[src/rtl/rtc_pkg.sv]
// Shared definitions for the real-time clock: field limits, field widths,
// the time-of-day payload struct and small helpers on it.
package rtc_pkg;

    localparam int unsigned SEC_MAX  = 59;
    localparam int unsigned MIN_MAX  = 59;
    localparam int unsigned HOUR_MAX = 23;

    localparam int unsigned HOUR_W = 5;
    localparam int unsigned MIN_W  = 6;
    localparam int unsigned SEC_W  = 6;

    // Internal time is always held in 24h form.
    typedef struct packed {
        logic [HOUR_W-1:0] hour;
        logic [MIN_W-1:0]  min;
        logic [SEC_W-1:0]  sec;
    } tod_t;

    // True when every field is inside its legal range.
    function automatic logic tod_in_range(input tod_t t);
        return (t.hour <= HOUR_W'(HOUR_MAX)) &&
               (t.min  <= MIN_W'(MIN_MAX))   &&
               (t.sec  <= SEC_W'(SEC_MAX));
    endfunction

    // One-second advance with sec->min->hour carries and midnight wrap.
    function automatic tod_t tod_advance(input tod_t t);
        tod_t r;
        r = t;
        if (t.sec == SEC_W'(SEC_MAX)) begin
            r.sec = '0;
            if (t.min == MIN_W'(MIN_MAX)) begin
                r.min = '0;
                if (t.hour == HOUR_W'(HOUR_MAX)) begin
                    r.hour = '0;
                end else begin
                    r.hour = t.hour + HOUR_W'(1);
                end
            end else begin
                r.min = t.min + MIN_W'(1);
            end
        end else begin
            r.sec = t.sec + SEC_W'(1);
        end
        return r;
    endfunction

endpackage

[src/rtl/rtc_prescaler.sv]
// Seconds prescaler: counts run-enabled cycles 0..TICK_DIV-1 and raises a
// registered one-cycle tick after the cycle in which the count wraps.
// Ports:
//   clk   - rising-edge clock
//   rst   - synchronous active-high reset
//   run   - 1 = count, 0 = hold count and keep tick low
//   clear - synchronous restart of the count; drops any pending tick
//   tick  - one-cycle pulse per TICK_DIV run cycles
module rtc_prescaler #(
    parameter int unsigned TICK_DIV = 1
) (
    input  logic clk,
    input  logic rst,
    input  logic run,
    input  logic clear,
    output logic tick
);

    // A divide-by-one counter still needs one bit to exist.
    localparam int unsigned CNT_W = (TICK_DIV > 1) ? $clog2(TICK_DIV) : 1;
    localparam logic [CNT_W-1:0] CNT_MAX = CNT_W'(TICK_DIV - 1);

    logic [CNT_W-1:0] cnt;

    // Count register and registered tick.
    always_ff @(posedge clk) begin
        if (rst || clear) begin
            cnt  <= '0;
            tick <= 1'b0;
        end else if (run) begin
            if (cnt == CNT_MAX) begin
                cnt  <= '0;
                tick <= 1'b1;
            end else begin
                cnt  <= cnt + CNT_W'(1);
                tick <= 1'b0;
            end
        end else begin
            tick <= 1'b0;
        end
    end

endmodule

[src/rtl/rtc_timekeeper.sv]
// Real-time clock timekeeper: 24h internal hh:mm:ss registers advanced by a
// prescaled seconds tick, a valid/ready time-load port with range checking,
// a 12h/24h display mapping and an optional hh:mm alarm.
// Optional feature macro: CLOCK_ALARM_EN (alarm registers and alarm_fire).
// Ports:
//   clk, rst          - clock, synchronous active-high reset
//   run               - 1 = timekeeping advances
//   mode_24h          - 1 = 24h display, 0 = 12h display
//   load_valid/ready  - time-load handshake; load_hours/minutes/seconds payload
//   load_err          - pulse after a handshake with an out-of-range field
//   hours/minutes/seconds/am_pm - displayed time
//   sec_tick          - pulse on each second advance
//   alarm_wr/alarm_hours/alarm_minutes/alarm_arm/alarm_fire - alarm interface
module rtc_timekeeper
    import rtc_pkg::*;
#(
    parameter int unsigned TICK_DIV   = 1,
    parameter int unsigned RESET_HOUR = 0
) (
    input  logic       clk,
    input  logic       rst,
    input  logic       run,
    input  logic       mode_24h,
    input  logic       load_valid,
    output logic       load_ready,
    input  logic [4:0] load_hours,
    input  logic [5:0] load_minutes,
    input  logic [5:0] load_seconds,
    output logic       load_err,
    output logic [4:0] hours,
    output logic [5:0] minutes,
    output logic [5:0] seconds,
    output logic       am_pm,
    output logic       sec_tick,
    input  logic       alarm_wr,
    input  logic [4:0] alarm_hours,
    input  logic [5:0] alarm_minutes,
    input  logic       alarm_arm,
    output logic       alarm_fire
);

    localparam logic [HOUR_W-1:0] NOON = HOUR_W'(12);

    tod_t tod_q;
    tod_t tod_adv;
    tod_t load_tod;
    logic load_fire;
    logic load_ok;
    logic load_take;

    assign load_tod  = '{hour: load_hours, min: load_minutes, sec: load_seconds};
    assign load_fire = load_valid && load_ready;
    assign load_ok   = tod_in_range(load_tod);
    assign load_take = load_fire && load_ok;
    assign tod_adv   = tod_advance(tod_q);

    // A successful load restarts the second; a rejected one leaves it alone.
    rtc_prescaler #(
        .TICK_DIV (TICK_DIV)
    ) u_prescaler (
        .clk   (clk),
        .rst   (rst),
        .run   (run),
        .clear (load_take),
        .tick  (sec_tick)
    );

    // Time registers, load handshake and error pulse; a load beats a tick.
    always_ff @(posedge clk) begin
        if (rst) begin
            tod_q      <= '{hour: HOUR_W'(RESET_HOUR), min: '0, sec: '0};
            load_ready <= 1'b0;
            load_err   <= 1'b0;
        end else begin
            load_ready <= 1'b1;
            load_err   <= load_fire && !load_ok;
            if (load_take) begin
                tod_q <= load_tod;
            end else if (sec_tick) begin
                tod_q <= tod_adv;
            end
        end
    end

    // Display mapping follows mode_24h immediately without touching time.
    always_comb begin
        minutes = tod_q.min;
        seconds = tod_q.sec;
        am_pm   = (tod_q.hour >= NOON);
        hours   = tod_q.hour;
        if (!mode_24h) begin
            if (tod_q.hour == '0) begin
                hours = NOON;
            end else if (tod_q.hour > NOON) begin
                hours = tod_q.hour - NOON;
            end
        end
    end

`ifdef CLOCK_ALARM_EN
    logic [HOUR_W-1:0] alarm_h_q;
    logic [MIN_W-1:0]  alarm_m_q;
    logic              alarm_fire_q;
    tod_t              alarm_tod;

    assign alarm_tod  = '{hour: alarm_h_q, min: alarm_m_q, sec: '0};
    assign alarm_fire = alarm_fire_q;

    // Alarm fires only when a real tick lands on hh:mm:00, never on a load.
    always_ff @(posedge clk) begin
        if (rst) begin
            alarm_h_q    <= '0;
            alarm_m_q    <= '0;
            alarm_fire_q <= 1'b0;
        end else begin
            if (alarm_wr) begin
                alarm_h_q <= alarm_hours;
                alarm_m_q <= alarm_minutes;
            end
            alarm_fire_q <= sec_tick && !load_take && alarm_arm &&
                            (tod_adv == alarm_tod);
        end
    end
`else
    logic alarm_unused;

    assign alarm_unused = ^{alarm_wr, alarm_hours, alarm_minutes, alarm_arm};
    assign alarm_fire   = 1'b0;
`endif

endmodule

[config.mk]
export PLATFORM = sky130hd
export DESIGN_NAME = rtc_timekeeper
export DESIGN_NICKNAME = d
export VERILOG_FILES = /design/src/rtl/rtc_pkg.sv /design/src/rtl/rtc_prescaler.sv /design/src/rtl/rtc_timekeeper.sv
export SDC_FILE = /design/constraint.sdc
export NUM_CORES = 1
export LEC_CHECK = 0
export ABC_CLOCK_PERIOD_IN_PS = 3000
export CAP_MARGIN = 20
export CORE_MARGIN = 2
export CORE_UTILIZATION = 47
export DETAILED_ROUTE_END_ITERATION = 7
export GPL_ROUTABILITY_DRIVEN = 0
export PLACE_DENSITY = 0.86
export SYNTH_ARGS = -nofsm -noshare
export SYNTH_HDL_FRONTEND = slang
export SYNTH_SLANG_ARGS = --single-unit
[constraint.sdc]
create_clock -name clk -period 3 [get_ports clk]
set_input_delay 0.3 -clock clk [delete_from_list [all_inputs] [get_ports clk]]
set_output_delay 0.3 -clock clk [all_outputs]
set_load 0.01 [all_outputs]
# Yosys cells after proc, flatten, opt, wreduce, memory -nomap -nowiden
# Index checks and enable logic that the tools add are counted.
[word_totals] ff_bits=21 input_bits=35
[classes] addsub=5 order_cmp=5 n_eq_ne=3 mux=13 bitwise_logic=1 reduce_logical=14
[op_table] operator="$mux 17" count=2
[op_table] operator="$mux 5" count=5
[op_table] operator="$add 6x1->6 const B" count=2
[op_table] operator="$eq 6x6->1 const B" count=2
[op_table] operator="$le 6x6->1 const B" count=2
[op_table] operator="$mux 6" count=2
[op_table] operator="$mux 11" count=1
[op_table] operator="$reduce_bool 2->1" count=3
[op_table] operator="$add 5x1->5 const B" count=1
[op_table] operator="$eq 5x5->1 const B" count=1
[op_table] operator="$ge 5x4->1 const B" count=1
[op_table] operator="$gt 5x4->1 const B" count=1
[op_table] operator="$le 5x5->1 const B" count=1
[op_table] operator="$logic_and 1x1->1" count=5
[op_table] operator="$logic_not 5->1" count=1
[op_table] operator="$sub 5x4->5 const B" count=1
[op_table] operator="$mux 1" count=3
[op_table] operator="$reduce_and 3->1" count=1
[op_table] operator="$reduce_and 2->1" count=1
[op_table] operator="$reduce_or 2->1" count=1
[op_table] operator="$add 1x1->1 const B" count=1
[op_table] operator="$logic_not 1->1" count=1
[op_table] operator="$logic_or 1x1->1" count=1
[op_table] operator="$not 1->1" count=1

# Depth between registers and ports, before layout
[depth] depth_word=6 depth_mapped=6

# Cells and area by module
# A second synthesis with hierarchy kept.
[hier_totals] hier_cells=184 area_unflattened_um2=1426.4
[modules_own_cells] mod="rtc_timekeeper" instances=1 cells_per_inst=182 area_per_inst_um2=1393.8 seq_area_each_um2=380.4
[modules_own_cells] mod="rtc_prescaler" instances=1 cells_per_inst=2 area_per_inst_um2=32.5 seq_area_each_um2=20.0

# Worst setup path after synthesis
# No wires, ideal clock.
[synth_timing] path_kind="register to output" from="register tod_q[14] in the netlist's numbering" to="output port hours[3]" arrival_time_ns=1.266 required_ns=2.700 setup_slack_ns=1.434 path_stages_with_launch=6 path_buffers=1 path_cell_list="dfxtp_1 clkbuf_1 inv_1 ha_1 nor3_1 o21ai_0"
[synth_via] elab_chain_cells=4 elab_cells_between_ends=6 classes_between="1 x add/sub; 1 x order compare; 3 x mux; 1 x reduce/logical"
[synth_rtl] item="start: declaration" line="rtc_timekeeper.sv:44" rtl="tod_t tod_q;"
[synth_rtl] item="start signal: assignment" line="rtc_timekeeper.sv:71" rtl="tod_q <= '{hour: HOUR_W'(RESET_HOUR), min: '0, sec: '0};"
[synth_rtl] item="start signal: assignment" line="rtc_timekeeper.sv:78" rtl="tod_q <= load_tod;"
[synth_rtl] item="start signal: assignment" line="rtc_timekeeper.sv:80" rtl="tod_q <= tod_adv;"
[synth_rtl] item="$sub 5x4->5 or $gt 5x4->1 (tied branches)" line="rtc_timekeeper.sv:95, rtc_timekeeper.sv:94"
[synth_rtl] item="$mux 5" line="rtc_timekeeper.sv:94" rtl="end else if (tod_q.hour > NOON) begin"
[synth_rtl] item="$mux 5 (*)" line="rtc_timekeeper.sv:92" rtl="if (tod_q.hour == '0) begin"
[synth_rtl] item="$mux 5 (*)" line="rtc_timekeeper.sv:91" rtl="if (!mode_24h) begin"
[synth_rtl] item="end: declaration" line="rtc_timekeeper.sv:30" rtl="output logic [4:0] hours,"
# Mark *: on every way between the ends. The rest lies on a longest branch, timed or not.

# Worst setup path in the final report
# Same ends and word-level chain as after synthesis.

==> results.tsv <==
stage	metric	value	unit
critical_path	cp.required	2700	ps
synthesis	synth.distinct_cells	40	
sta	finalHoldViolations	0	
critical_path	crit_fanout	10	
hold_path	worstHoldStart	minutes[2]	
job	maxCapViolCount	0	
synthesis	ys_warn_count	0	
synthesis	synth_area_leaders	dfxtp_1, buf_4, ha_1	
layout	insertedDiodeCount	0	
drt	ant_nets	0	
power_and_ir_drop	combPwrFrac	0.249	
drt	via_per_inst	5.794	
cts	ctsResizeCount	0	
synthesis	synth_edf_count	0	
synthesis	synth_cells	190	
power_and_ir_drop	leakage	0.6570	nW
power_and_ir_drop	pwr-share-clk	0.259	
layout	area_growth_syn_to_layout	24.96	%
critical_path	critPathLaunchType	flip-flop	
synthesis	yosysTopAreaCell	dfxtp_1	
sta	period_share	0.8406	
synthesis	avgSynthCellArea	7.599	sq um
die	io_pins	57	
die	die_y	59.43	microns
critical_path	arrival	2220	ps
grt	grt_max_degree	18	
synthesis	synth_most_common_cell	dfxtp_1	
placed_design	portBuffers	42	
drt	drc	0	
sta	timing.fmax	396.6	MHz
synthesis	synth.top_cells.by_count	dfxtp_1, nand2_1, a21oi_1	
sta	fin_skew	1.349	ps
power_and_ir_drop	peakVddDrop	0.3678	mV
drt	wl_per_cell	13.37	microns
die	die-area	3531	sq um
layout	fin_nets	257	
synthesis	synth_seq_cells	20	
placed_design	hpwl	2466	microns
sta	tightest_slew	633.1	ps
power_and_ir_drop	internal-power	0.0004454	W
sta	slew_headroom	0.5776	
cts	clkTransAtPathRegs	120	ps
cts	cts.sinks	20	
layout	multiInputGateArea	864.6	sq um
power_and_ir_drop	p_switching	0.0001831	W
cts	h-tree-depth	1	
cts	cts_tree	yes	
critical_path	crit_type	reg2out	
synthesis	syn-cell-area	1444	sq um
grt	grt_pass1_wl	5347	microns
drt	num_vias	1431	
layout	finalNonFillerCells	247	
cts	cts-hold-fix-buffers	0	
placed_design	dpl_worst_slack	821.2	ps
sta	rsz0062_at_grt	no	
sta	min_period	2522	ps
die	die_w	59.43	microns
cts	cts-root-buf	clkbuf_4	
cts	numCtsBuffers	3	
critical_path	end_kind	output port	
synthesis	synth_ff_type	dfxtp_1	
drt	first_pass_iters	4	
drt	wl	3302	microns
synthesis	seq_area_frac_synth	0.2773	
sta	drv_slew	0	
sta	setup_viol	0	
power_and_ir_drop	seqPwrFrac	0.491	
die	core	2978	sq um
layout	fillers	278	
grt	first_global_vias	1186	
layout	fin_util	0.6059	
power_and_ir_drop	power_density	348.3	nW/um^2
cts	cts_max_path_buffers	2	
grt	grt_util_all_layers	0.1946	
sta	worst_slack	478.3	ps
grt	overflow	0	
layout	drive_above_1_share	0.04673	
layout	final_cell_area	1804	sq um
hold_path	worstHoldPathType	reg2reg	
synthesis	synth_nets	232	
placed_design	dp.cells	243	
synthesis	yosysTopAreaCellShare	0.2773	
die	start_util	0.4849	
drt	drt_iter0_drc	79	
die	rows	20	
placed_design	place_area	1768	sq um
grt	antenna_found_initial	0	
critical_path	crit-reg2reg-launch	minutes[0]	
synthesis	async_reset_ff_frac	0	
sta	setup_tns	0	ps
layout	seqCellArea	400.4	sq um
cts	post-cts-setup-buffer-count	0	
status	outcome	finished, final reports clean	
critical_path	cp-startpoint	tod_q[14]	
cts	clock_latency	300	ps
power_and_ir_drop	power.share.switching	0.2913	
==> stage by stage <==
stage / total power, W / hold WS [ps]
2_1_floorplan: 0.0004042 / 436.0
3_3_place_gp: 0.0004674 / 505.5
3_5_place_dp: 0.0004702 / 508.5
4_1_cts: 0.0006311 / 525.9
5_1_grt: 0.0006626 / 544.8
6_report: 0.0006285 / 531.6
==> layout make-up <==
| class | instances | area share |
|---|---|---|
| sequential | 20 | 0.2219 |
| inverter | 7 | 0.01456 |
| tap | 33 | 0.02288 |
| multi-input combinational | 139 | 0.4792 |
| timing repair buffer | 44 | 0.2413 |
| clock buffer | 4 | 0.02011 |
==> sequential cells by signal, indices dropped and copies added, names as in the netlist <==
signal and flops:
seconds 6, tod_q 5, minutes 6, load_err 1
load_ready 1, u_prescaler.tick 1
==> cells in the final DEF (no fill, tap or decap), types with 2 or more instances in the layout <==
cell type        instances
a21oi_1                 14
clkdlybuf4s50_1         42
buf_4                    2
ha_1                     7
nand2_1                 19
nand3_1                 11
nor2_1                   9
xnor2_1                  3
a211oi_1                 3
and2_1                   2
nor2b_1                  3
o31ai_1                  2
or3_1                    2
nand4_1                  4
o32ai_1                  2
o21ai_0                 12
a21boi_0                 2
nand4b_1                 3
a31oi_1                  3
mux2i_1                  3
dfxtp_1                 20
clkbuf_4                 3
a311oi_1                 6
inv_1                    7
nor3_1                  13
o211ai_1                 2
and3_1                   2
==> worst paths after layout <==
path           endpoint  slack (ps)  depth (start not counted)
min          minutes[2]         530                          2
min reg2reg  minutes[2]         530                          2
max reg2reg   tod_q[13]        1240                          5
max            hours[3]         480                          6
==> power by group through the flow <==
| stage | logic, W | registers, W | clock network, W |
|---|---|---|---|
| 2_1_floorplan | 0.0000996 | 0.000305 | 0 |
| 6_report | 0.000157 | 0.000309 | 0.000163 |
| 4_1_cts | 0.000157 | 0.000308 | 0.000166 |
| 5_1_grt | 0.000172 | 0.000312 | 0.000178 |
| 3_3_place_gp | 0.000154 | 0.000314 | 0 |
| 3_5_place_dp | 0.000156 | 0.000314 | 0 |
==> cell families (layout without fill, tap and decap cells) <==
group                      count (synthesis)  count (layout)  share of synthesized area
and+or+nand+nor                           73              73                     0.2652
DFF                                       20              20                     0.2773
muxes                                      3               3                    0.02080
AOI/OAI and AO/OA                         52              52                     0.2314
xor gates and xnor gates                   3               3                    0.01820
buffers and inverters                     31              55                     0.1239
adders and majority gates                  7               7                    0.06066
other                                      1               1                   0.002597
==> per-layer routing <==
layer,vias to the layer above,global-route usage,wire (microns)
met4,0,0.02273,10
met5,-,0,0
met2,34,0.3250,1604
met1,657,0.2617,1570
met3,2,0.04585,117
li1,738,-,-
==> critical path, cell delays in order, from the launching register on <==
cell and delay (ps):
dfxtp_1 540, ha_1 310, nand2_1 70, a31oi_1 220, nor3_1 70, o21ai_0 160, clkdlybuf4s50_1 550
No activity file was read; power rests on OpenSTA's default activity.
